==> src/rtl/branch_redirect_ctrl.sv <==
// Control-flow redirect sequencer: captures a resolved branch/jump in EX, holds the
// target until fetch accepts it, then flushes IF/ID. Optional macro: BRANCH_PREDICT_EN.
module branch_redirect_ctrl #(
    parameter int XLEN         = 32,
    parameter int FLUSH_CYCLES = 2
) (
    input  logic            i_clk,
    input  logic            i_rst,
    input  logic            i_valid,
    input  logic            i_is_branch,
    input  logic            i_is_jal,
    input  logic            i_is_jalr,
    input  logic            i_taken,
`ifdef BRANCH_PREDICT_EN
    input  logic            i_pred_taken,
`endif
    input  logic [XLEN-1:0] i_pc,
    input  logic [XLEN-1:0] i_imm,
    input  logic [XLEN-1:0] i_rs1,
    input  logic            i_stall,
    input  logic            i_fetch_ready,
    output logic            o_redirect_valid,
    output logic [XLEN-1:0] o_redirect_pc,
    output logic            o_flush,
    output logic            o_busy,
    output logic            o_misalign
);

    localparam logic [1:0] IDLE     = 2'd0;
    localparam logic [1:0] REDIRECT = 2'd1;
    localparam logic [1:0] FLUSH    = 2'd2;

    logic [1:0]      state_q;
    logic [3:0]      cnt_q;
    logic [XLEN-1:0] target_q;
    logic            misalign_q;

    logic            need;
    logic [XLEN-1:0] target;
    logic            capture;

    // Flag priority jalr > jal > branch resolves illegal multi-flag encodings.
    always_comb begin
        need   = 1'b0;
        target = i_pc + i_imm;
        if (i_is_jalr) begin
            need   = 1'b1;
            target = (i_rs1 + i_imm) & {{(XLEN-1){1'b1}}, 1'b0};
        end else if (i_is_jal) begin
            need = 1'b1;
        end else if (i_is_branch) begin
`ifdef BRANCH_PREDICT_EN
            need = i_taken ^ i_pred_taken;
            if (!i_taken) begin
                target = i_pc + XLEN'(4);
            end
`else
            need = i_taken;
`endif
        end
    end

    assign capture = (state_q == IDLE) && i_valid && !i_stall && need;

    always_ff @(posedge i_clk) begin
        if (i_rst) begin
            state_q    <= IDLE;
            cnt_q      <= '0;
            target_q   <= '0;
            misalign_q <= 1'b0;
        end else begin
            misalign_q <= 1'b0;
            case (state_q)
                IDLE: begin
                    if (capture) begin
                        if (target[1:0] != 2'b00) begin
                            misalign_q <= 1'b1;
                        end else begin
                            target_q <= target;
                            state_q  <= REDIRECT;
                        end
                    end
                end
                REDIRECT: begin
                    if (i_fetch_ready) begin
                        cnt_q   <= 4'(FLUSH_CYCLES);
                        state_q <= FLUSH;
                    end
                end
                FLUSH: begin
                    cnt_q <= cnt_q - 4'd1;
                    if (cnt_q == 4'd1) begin
                        state_q <= IDLE;
                    end
                end
                default: begin
                    state_q <= IDLE;
                end
            endcase
        end
    end

    assign o_redirect_valid = (state_q == REDIRECT);
    assign o_redirect_pc    = target_q;
    assign o_flush          = (state_q != IDLE);
    assign o_busy           = (state_q != IDLE);
    assign o_misalign       = misalign_q;

endmodule

==> config.mk <==
export PLATFORM = sky130hd
export DESIGN_NAME = branch_redirect_ctrl
export DESIGN_NICKNAME = d
export VERILOG_FILES = /design/src/rtl/branch_redirect_ctrl.sv
export SDC_FILE = /design/constraint.sdc
export NUM_CORES = 1
export LEC_CHECK = 0
export ABC_AREA = 1
export BUFFER_PORTS_ARGS = -buffer_cell sky130_fd_sc_hd__buf_4
export CAP_MARGIN = 20
export CORE_MARGIN = 2
export CORE_UTILIZATION = 57
export CTS_CLUSTER_SIZE = 10
export DETAILED_ROUTE_END_ITERATION = 12
export PLACE_DENSITY = 0.86
export SLEW_MARGIN = 25
export SYNTH_ARGS = -nofsm -noshare
export SYNTH_HDL_FRONTEND = slang
export SYNTH_SLANG_ARGS = --single-unit
==> constraint.sdc <==
create_clock -name i_clk -period 2.57 [get_ports i_clk]
set_clock_uncertainty 0.15 [all_clocks]
set_input_delay 0.3855 -clock i_clk [delete_from_list [all_inputs] [get_ports i_clk]]
set_output_delay 0.3855 -clock i_clk [all_outputs]
set_load 0.05 [all_outputs]
; ---- After elaboration in Yosys (flattened, before gate mapping)
; Index checks and enable logic that the tools add are counted.
[classes]
bitwise_logic = 3
eq_ne = 7
muxes = 12
reduce_logical = 12
add_sub_neg = 3
[ops]
columns = op, n
row1 = $add A32 B32 Y32, 2
row2 = $mux W32, 1
row3 = $mux W2, 4
row4 = $ne A2 B2 Y1 const B, 4
row5 = $pmux W4 S2, 1
row6 = $pmux W2 S3, 1
row7 = $reduce_bool A2 Y1, 3
row8 = $eq A4 B1 Y1 const B, 1
row9 = $mux W1, 4
row10 = $mux W4, 1
row11 = $reduce_and A4 Y1, 1
row12 = $sub A4 B1 Y4 const B, 1
row13 = $logic_and A1 B1 Y1, 3
row14 = $not A1 Y1, 3
row15 = $reduce_and A3 Y1, 1
row16 = $reduce_or A3 Y1, 1
row17 = $eq A2 B1 Y1 const B, 1
row18 = $eq A2 B2 Y1 const B, 1
row19 = $logic_not A2 Y1, 1
row20 = $reduce_and A2 Y1, 1
row21 = $logic_not A1 Y1, 1
[totals]
out_inout_bits = 36
ff_bits = 39
inputBits = 105
word_cells = 41

; ---- Logic depth before layout (Yosys ltp)
[logic_depth]
depth_word = 6
depth_mapped = 16
depth_no_buf = 16

; ---- Least setup slack after synthesis
; OpenSTA, ideal clock, no wires.
[synth_timing]
path_type = input -> register
startpoint = in i_pc[0]
endpoint = reg target_q[13] (netlist: o_redirect_pc[13])
setup_ps = 109
stages = 10
t_arrival_ps = 1881
required_time_ps = 2311
slack_ps = 430
n_path_buf = 2
cell_sequence = ha_1 -> fa_1 -> nor3_1 -> nor2_1 -> nor2_2 -> buf_4 -> buf_4 -> nand3_1 -> nand2_1 -> inv_1
[synth_between]
elab_chain_cells = 5
[synth_rtl]
columns = element, line
row1 = from (decl), 17  ; input logic [XLEN-1:0] i_pc,
row2 = $add A32 B32 Y32 *, 45  ; target = i_pc + i_imm;
row3 = $mux W32 *, 46  ; if (i_is_jalr) begin
row4 = $reduce_bool A2 Y1, 76  ; if (target[1:0] != 2'b00) begin
row5 = $not A1 Y1 (no line), --
row6 = $reduce_and A3 Y1 (no line), --
row7 = to (signal assigned), 79  ; target_q <= target;
row8 = to (decl), 35  ; logic [XLEN-1:0] target_q;
; Every way passes the cells marked *; elsewhere a longest branch is shown, timed or not.
; A chain may end at the register's enable or synchronous reset.

; ---- Worst setup path in the final report
[layout_timing]
startpoint = in i_pc[0]
endpoint = reg target_q[12] (netlist: o_redirect_pc[12])
; Same word-level chain as after synthesis.

==> results.md <==
* Outcome: complete, no violations
* Htree depth at 2
* Post-CTS resize count at 0
* Ant diodes at 0
* GPL Wtd Cong at between 0.9 and 1
* Gr ovfl total at 0
* CTS tree: done
* Leak pwr at approximately 5 nW
* Post-Synthesis Cells at around 1,300
* WP data required at 2610 ps
* Io pins at around 140
* Sequential area share after synthesis at 0.1207
* Top cell type's share of synthesized area at 0.2792
* Peak Freq at roughly 440 MHz
* Synthesized flop and latch total at 39
* Buffers on Ports at 140
* Cts hold-fix bufs at 0
* Simple-gate share of the synthesized area at 0.4826
* Total die area at 0.01221 mm2
* Setup TNS at 0 ps
* Die Ht at roughly 110 um
* Syn. warnings at 0
* Final setup vio count at 0
* Area grow syn2layout at 21.90%
* Clock Path Buffers at 2
* Top post-synthesis cells by area: nand2_1 (28%), inv_1 (15%), ha_1 (12%)
* GRT Util Overall at 0.3412
* Die Wd at 110.5 um
* Worst-path cell chain: buf_4, ha_1, fa_1, nand3_1, nand3_1, nand3_1, nand3b_1, o21ai_0, o21ai_0, o21ai_1, inv_1
* Synthesized area per cell at slightly above 5 um2
* Post-Route WL at 20.93 mm
* Max incr delay on CP at 450 ps
* Synth unique cells at 32
* Primary FF master, synth: dfxtp_1
* Most instantiated cells after synthesis: nand2_1 (481), inv_1 (256), nor2_1 (134)
* Vias at 8,016
* Ratio of final minimum period to clock period at 0.8828
* Final hold viol count at 0
* Cell row count at 38
* # DRC at 0
* Largest area contributor in the netlist: nand2_1
* Crit path top cell by count: nand3_1
* Clock insertion delay at the later pin of the skew report at around 280 ps
* Filler Cells Inserted at 1,028
* PwrDens at 370.4 mW/mm2
* Largest net degree at the start of global routing at 40
* Max cap viols at 0
* Starting DRT DRC Count at 540
* Detailed Place HPWL at 17.73 mm
* WP buf/inv at 2
* Slew Limit Fails at 0
* Worst Setup Start Kind: input port
* CTS clk-pin slew, worst paths at roughly 70 ps
* Post-synth EDFFs at 0
* Synth Area in XOR/XNOR at 0.01490
* Vias in the first global route at 7,601
* Delay-heaviest family, CP: adder cells
* Main combinational cell family by area after synthesis: simple AND/OR/NAND/NOR gates
* Synthesized cell area at ~0.0065 mm2
* Hold slack at 217.7 ps
* RSZ-0062 raised after global routing: no
* Most common cell in the synthesized netlist: nand2_1
* Utilization after layout at 0.7208
* FFs w/ async S/R, synth at 0
* Sink Count at 39
* DR WL/cell at about 14 um
* Multiplexer area fraction after synthesis at 0
* Hold Crit Class: in2reg
* Share of cells above drive strength 1 at 0.1189
* Initial core utilization at 0.5913
* Synth Area in Adders at 0.1281
* Synth Net Count at between 1,000 and 1,500
* CTS Buf Count at 5
* Clk root buf: clkbuf_16
* Initial antenna violation count at 0
* Crit path DAT at 2310 ps
* Maximum fanout along the worst path at 5
* Fin crit period at 2269 ps
* First-pass GRT wire length at about 35 mm
* Antenna-violating nets left at 0
* Crit path capture type: flip-flop
* Worst-margin pin slew at between 400 and 500 ps
* CP Class: in2reg
* Compound-Gate Fraction of Synth Area at 0.09036
* Vias per cell at 5.188
* Fin nets at between 1,500 and 2,000
* Peak supply drop at between 400 and 500 uV
* Count of TritonRoute iterations in the first routing pass at 5
* CP max stage cell: fa_1
* Post-CTS Setup Repair Bufs at 0
* Relative slew slack at 0.6843
* Core box area at 0.01094 mm2
## sequential cells by signal (all words and copies together) (netlist names)
register,cells
cnt_q,4
o_misalign,1
o_redirect_pc,32
state_q,2
## power breakdown
part           internal, mW  total, mW  switching (mW)  leakage (nW)
registers             0.636      0.653          0.0175         0.317
logic                 0.554       1.54           0.989          4.54
clock network         0.458      0.724           0.265        0.0838
total                  1.65       2.92            1.27          4.94
## layout make-up
class | count | area (um2) | area share
inverters | 259 | 972.2 | 0.1233
multi-input cells | 949 | 4634 | 0.5879
repair buffers | 150 | 1151 | 0.1460
clock inverters | 3 | 43.79 | 0.005556
well taps | 140 | 175.2 | 0.02222
clock buffers | 5 | 125.1 | 0.01587
flip-flops and latches | 39 | 780.7 | 0.09905
## metrics by stage
stage	power [mW]	setup slack (ps)	instance area, um2	std cells
2_1_floorplan	1.691	429.7	6466	1264
3_3_place_gp	2.159	21.55	7714	1537
3_5_place_dp	2.181	27.34	7714	1537
4_1_cts	2.903	316.6	7883	1545
5_1_grt	3.133	145.9	7883	1545
6_report	2.920	301.3	7883	1545
## worst paths after layout
check / startpoint / to / slack, ps / cells after the start
worst max-delay path: i_pc[0] / o_redirect_pc[12]$_SDFFE_PP0P_ / 300 / 11
worst max register to register: state_q[0]$_SDFFE_PP0P_ / o_redirect_pc[4]$_SDFFE_PP0P_ / 810 / 8
worst min-delay path: i_stall / o_misalign$_SDFF_PP0_ / 220 / 4
worst min register to register: o_redirect_pc[0]$_SDFFE_PP0P_ / o_redirect_pc[0]$_SDFFE_PP0P_ / 300 / 2
## cells in the final DEF (no fill, tap or decap)
master and count:
a211oi_1 1, clkinv_2 1, o31ai_1 2, nor2_4 1
a211oi_2 1, nand2_2 1, buf_4 148, nand3_1 107
nor3_1 8, nor2_1 134, a41oi_1 1, dfxtp_1 39
o211ai_1 5, xor2_1 8, nand2_1 481, nor4_1 5
o21ai_1 5, nor2_2 3, and2_1 1, inv_1 256
xnor2_1 3, a21oi_1 60, and3_1 2, nand3b_1 14
buf_12 2, ha_1 63, nand4_1 8, o21bai_1 4
a21o_1 1, bufinv_16 1, fa_1 2, clkbuf_16 5
clkinv_4 1, inv_2 3, o21ai_0 28
## logic make-up (layout without fill, tap and decap cells)
family / Yosys count / after routing
xor gates and xnor gates: 11 / 11
buffers and inverters: 276 / 417
DFF: 39 / 39
AOI/OAI and AO/OA: 108 / 108
adders and majority gates: 65 / 65
and+or+nand+nor: 765 / 765
## worst register-to-register path, stage by stage (launching register included)
cell,delay [ps]
dfxtp_1,320
nor2_1,140
nand2_1,80
a211oi_2,160
inv_2,70
nor2_4,230
inv_2,120
o31ai_1,280
inv_1,90
## routing by layer
layer / track usage / routed length [um] / up-vias
li1: - / - / 4166
met1: 0.3997 / 8591 / 3415
met2: 0.5849 / 9365 / 343
met3: 0.04830 / 1485 / 92
met4: 0.2125 / 1489 / 0
met5: 0 / 0 / -
Power figures use the tool's default switching activity.
